`config.mk`:
```
export PLATFORM = sky130hd
export DESIGN_NAME = fetch_stage
export DESIGN_NICKNAME = d
export VERILOG_FILES = /design/src/rtl/fetch_stage.sv
export SDC_FILE = /design/constraint.sdc
export NUM_CORES = 1
export LEC_CHECK = 0
export ABC_AREA = 1
export CAP_MARGIN = 40
export CORE_UTILIZATION = 35
export CTS_BUF_LIST = sky130_fd_sc_hd__clkbuf_8
export DETAILED_ROUTE_END_ITERATION = 16
export PLACE_DENSITY = 0.61
export SETUP_SLACK_MARGIN = 0.3
export SLEW_MARGIN = 20
export SYNTH_ARGS = -nofsm -noshare
export SYNTH_HDL_FRONTEND = slang
export SYNTH_SLANG_ARGS = --single-unit
```
`constraint.sdc`:
```
create_clock -name clk -period 2.07 [get_ports clk]
set_input_delay 0.3105 -clock clk [delete_from_list [all_inputs] [get_ports clk]]
set_output_delay 0.3105 -clock clk [all_outputs]
set_load 0.1 [all_outputs]
```
`src/rtl/fetch_stage.sv`:
```
// Instruction-fetch stage: owns the program counter, drives the instruction
// memory address and captures the returned word into the IF/ID register.
// Handles stall, flush, branch redirect and a saturating fetch counter.
module fetch_stage #(
    parameter int unsigned              DATA_WIDTH  = 32,
    parameter logic [DATA_WIDTH-1:0]    RESET_PC    = '0,
    parameter logic [DATA_WIDTH-1:0]    NOP_INSTR   = 32'hE1A0_0000,
    parameter int unsigned              COUNT_WIDTH = 16
) (
    input  logic                   clk,
    input  logic                   reset,
    input  logic                   i_Stall,
    input  logic                   i_Flush,
    input  logic                   i_Branch_Taken,
    input  logic [DATA_WIDTH-1:0]  i_Branch_Target,
    output logic [DATA_WIDTH-1:0]  o_Imem_Address,
    input  logic [DATA_WIDTH-1:0]  i_Imem_Instruction,
    output logic [DATA_WIDTH-1:0]  o_PC,
    output logic [DATA_WIDTH-1:0]  o_PC_Plus4,
    output logic [DATA_WIDTH-1:0]  o_Instruction,
    output logic                   o_Valid,
    output logic [COUNT_WIDTH-1:0] o_Fetch_Count
);

    localparam logic [DATA_WIDTH-1:0] PC_STEP = DATA_WIDTH'(4);

    logic [DATA_WIDTH-1:0]  pc_q,       pc_d;
    logic [DATA_WIDTH-1:0]  if_pc_q,    if_pc_d;
    logic [DATA_WIDTH-1:0]  if_pc4_q,   if_pc4_d;
    logic [DATA_WIDTH-1:0]  if_instr_q, if_instr_d;
    logic                   if_valid_q, if_valid_d;
    logic [COUNT_WIDTH-1:0] count_q,    count_d;

    logic [DATA_WIDTH-1:0]  pc_plus4;

    assign pc_plus4 = pc_q + PC_STEP;

    // Next PC: branch redirect (word aligned) beats stall, else sequential.
    always_comb begin
        pc_d = pc_q;
        if (i_Branch_Taken) begin
            pc_d = {i_Branch_Target[DATA_WIDTH-1:2], 2'b00};
        end else if (!i_Stall) begin
            pc_d = pc_plus4;
        end
    end

    // Next IF/ID contents: bubble on branch/flush, hold on stall, else load.
    always_comb begin
        if_pc_d    = if_pc_q;
        if_pc4_d   = if_pc4_q;
        if_instr_d = if_instr_q;
        if_valid_d = if_valid_q;
        count_d    = count_q;
        if (i_Branch_Taken || i_Flush) begin
            // Wrong-path fetch is dropped; the address fields keep their old value.
            if_instr_d = NOP_INSTR;
            if_valid_d = 1'b0;
        end else if (!i_Stall) begin
            if_pc_d    = pc_q;
            if_pc4_d   = pc_plus4;
            if_instr_d = i_Imem_Instruction;
            if_valid_d = 1'b1;
            if (count_q != '1) begin
                count_d = count_q + COUNT_WIDTH'(1);
            end
        end
    end

    // State registers with synchronous reset overriding every other input.
    always_ff @(posedge clk) begin
        if (reset) begin
            pc_q       <= RESET_PC;
            if_pc_q    <= '0;
            if_pc4_q   <= '0;
            if_instr_q <= NOP_INSTR;
            if_valid_q <= 1'b0;
            count_q    <= '0;
        end else begin
            pc_q       <= pc_d;
            if_pc_q    <= if_pc_d;
            if_pc4_q   <= if_pc4_d;
            if_instr_q <= if_instr_d;
            if_valid_q <= if_valid_d;
            count_q    <= count_d;
        end
    end

    assign o_Imem_Address = pc_q;
    assign o_PC           = if_pc_q;
    assign o_PC_Plus4     = if_pc4_q;
    assign o_Instruction  = if_instr_q;
    assign o_Valid        = if_valid_q;
    assign o_Fetch_Count  = count_q;

endmodule

```
==> flow_summary.json <==
{
  "status": "complete, no violations",
  "grt_max_degree": 61,
  "path_clk_slew_ns": 0.09,
  "fin_crit_ns": 1.65,
  "avgSynthCellArea_um2": 6.86,
  "cp.arrival_ns": 2.02,
  "setup_viol": 0,
  "cp-start-kind": "register",
  "row_count": 49,
  "grt_busiest_layer": "met2",
  "cts_tree": "done",
  "vias": 6536,
  "hold_violations": 0,
  "max-cap-violations": 0,
  "maxSlewHeadroom": 0.527,
  "timing.hold.ws_ns": 0.132,
  "grt_pass1_wl_um": 31500,
  "ant_nets": 0,
  "hpwl_um": 15300,
  "power.share.switching": 0.374,
  "ioPinCount": 214,
  "ys_types": 36,
  "met1_usage": 0.297,
  "dieArea_um2": 19000,
  "cp.required_ns": 2.45,
  "rsz0062_at_grt": "no",
  "ctsHoldBuffers": 0,
  "fmax_mhz": 607,
  "ys_seq_area_frac": 0.431,
  "grt_use_met3": 0.0636,
  "syn_area_um2": 6460,
  "place_area_um2": 8510,
  "clk_path_buf_depth": 2,
  "worstMarginPinSlew_ns": 0.709,
  "cts.sinks": 139,
  "syn_inst": 942,
  "hold_class": "input pin to register",
  "htreeDepth": 4,
  "yosysWarnings": 0,
  "vias_per_cell": 4.69,
  "ys_ff_latch": 139,
  "crit_type": "register to register",
  "p_total_mw": 6.43,
  "cp_max_fo": 5,
  "combPwrFrac": 0.242,
  "cts-root-buf": "clkbuf_8",
  "io_buffer_count": 205,
  "drive_gt1_frac": 0.246,
  "stdcell_count": 1393,
  "seq_power_share": 0.447,
  "num-fill-cells": 1864,
  "post_drt_wl_per_cell_um": 14.5,
  "grt_antenna_before_repair": 0,
  "start_util": 0.358,
  "grtUsageTotal": 0.218,
  "dr.pass1.iters": 4,
  "final_cell_mix": "nand2_1, buf_4, nor2_1",
  "final_nets": 1222,
  "drt-initial-drc-count": 433,
  "power.density_nw_per_um2": 720,
  "post-place-cells": 1356,
  "multiInputGateArea_um2": 3100,
  "gp_congestion": 0.831,
  "worst_clock_skew_ns": 0.0141,
  "routed_wl_um": 20200,
  "ir_worst_vdd_uv": 408,
  "switchingPower_mw": 2.41,
  "syn_to_final_growth_pct": 38.3,
  "die_h_um": 138,
  "core-area_um2": 18000,
  "drv_slew": 0,
  "drc": 0,
  "clockPowerShare": 0.310,
  "ff_latch_area_um2": 2850,
  "p_leak_nw": 3.94,
  "final_area_um2": 8930,
  "setup_tns_ns": 0,
  "grt_pass1_vias": 5920,
  "met2_usage": 0.325,
  "numCtsBuffers": 17,
  "globalRouteOverflowTotal": 0,
  "crit_path_end_kind": "register",
  "p_int_mw": 4.03,
  "insertion_delay_ns": 0.46,
  "n_antenna_cell": 0,
  "finalCritPeriodShare": 0.795,
  "final_common_cell": "nand2_1",
  "fp.dieW_um": 138
}
[metal layers]
metal | wire length [um] | vias up
li1 | - | 3375
met1 | 9350 | 2930
met2 | 8880 | 207
met3 | 1590 | 24
met4 | 420 | 0
met5 | 0 | -
[cells by family (layout without fill, tap and decap cells)]
logic type	Yosys count	after routing	share of synthesized area
and+or+nand+nor	448	448	0.294
AOI/OAI and AO/OA	181	181	0.144
buffers and inverters	152	369	0.0978
DFF	139	139	0.431
xor gates and xnor gates	19	19	0.0281
adders and majority gates	2	2	0.00387
other	1	6	0.000581
[sequential cells by signal (all words and copies together), names as in the netlist]
signal,flops
o_Fetch_Count,16
o_Imem_Address,30
o_Instruction,32
o_PC,30
o_PC_Plus4,30
o_Valid,1
[power by group through the flow]
stage	logic, mW	registers (mW)	clock network [mW]
after global routing	1.65	2.89	2.18
final	1.56	2.88	2.00
after global placement	1.55	2.94	0
after floorplan	0.370	3.68	0
after CTS	1.56	2.88	2.06
after detailed placement	1.55	2.94	0
[synthesized netlist by cell type (all sizes together)]
library cell / n / area share
nand4: 8 / 0.0077
a22o: 2 / 0.0027
inv: 101 / 0.059
nor3: 6 / 0.0072
o21ai: 80 / 0.062
a21o: 1 / 0.0012
buf: 23 / 0.023
o211ai: 1 / 0.0012
nand2: 278 / 0.17
xnor2: 4 / 0.0054
dfxtp: 139 / 0.43
xor2: 15 / 0.023
ha: 2 / 0.0039
conb: 1 / 0.00058
nand3: 34 / 0.028
a31oi: 9 / 0.0087
a21oi: 88 / 0.069
nor2: 121 / 0.084
and2: 1 / 0.00097
clkbuf: 27 / 0.016
clkinv: 1 / 0.00058
[critical path: stages (launching register included)]
cell     delay [ns]
dfxtp_4        0.38
ha_4           0.15
nand2_2        0.09
nor2_4         0.17
nand2_4        0.11
nor2_4         0.18
xor2_1         0.28
nand2_1        0.09
a21oi_1        0.13
[through the flow]
step                utilization  setup slack (ns)
finish                    0.496             0.424
global route              0.496             0.311
CTS                       0.491             0.325
detailed placement        0.472            0.0256
global placement          0.472          -0.00220
floorplan                     -             0.318
[final timing paths]
path | startpoint | endpoint | slack (ns) | depth (start not counted)
max | o_Imem_Address[2]$_SDFFE_PP0P_ | o_Imem_Address[12]$_SDFFE_PP0P_ | 0.42 | 8
min | reset | o_Imem_Address[13]$_SDFFE_PP0P_ | 0.13 | 2
max reg2reg | o_Imem_Address[2]$_SDFFE_PP0P_ | o_Imem_Address[12]$_SDFFE_PP0P_ | 0.42 | 8
min reg2reg | o_Instruction[4]$_SDFFE_PP0N_ | o_Instruction[4]$_SDFFE_PP0N_ | 0.47 | 2
[timing repair]
action | in CTS | in global routing
setup buffers | 0 | 5
endpoints found under the setup margin | 0 | 29
gates resized for setup | 0 | 10
[layout make-up]
cell class / instances / area share
multi-input combinational: 656 / 0.347
sequential: 139 / 0.319
timing repair buffer: 235 / 0.220
inverter: 102 / 0.0431
tap: 229 / 0.0321
clock buffer: 18 / 0.0277
clock inverter: 14 / 0.0109
Note: power is estimated with default switching activity, not from simulation.
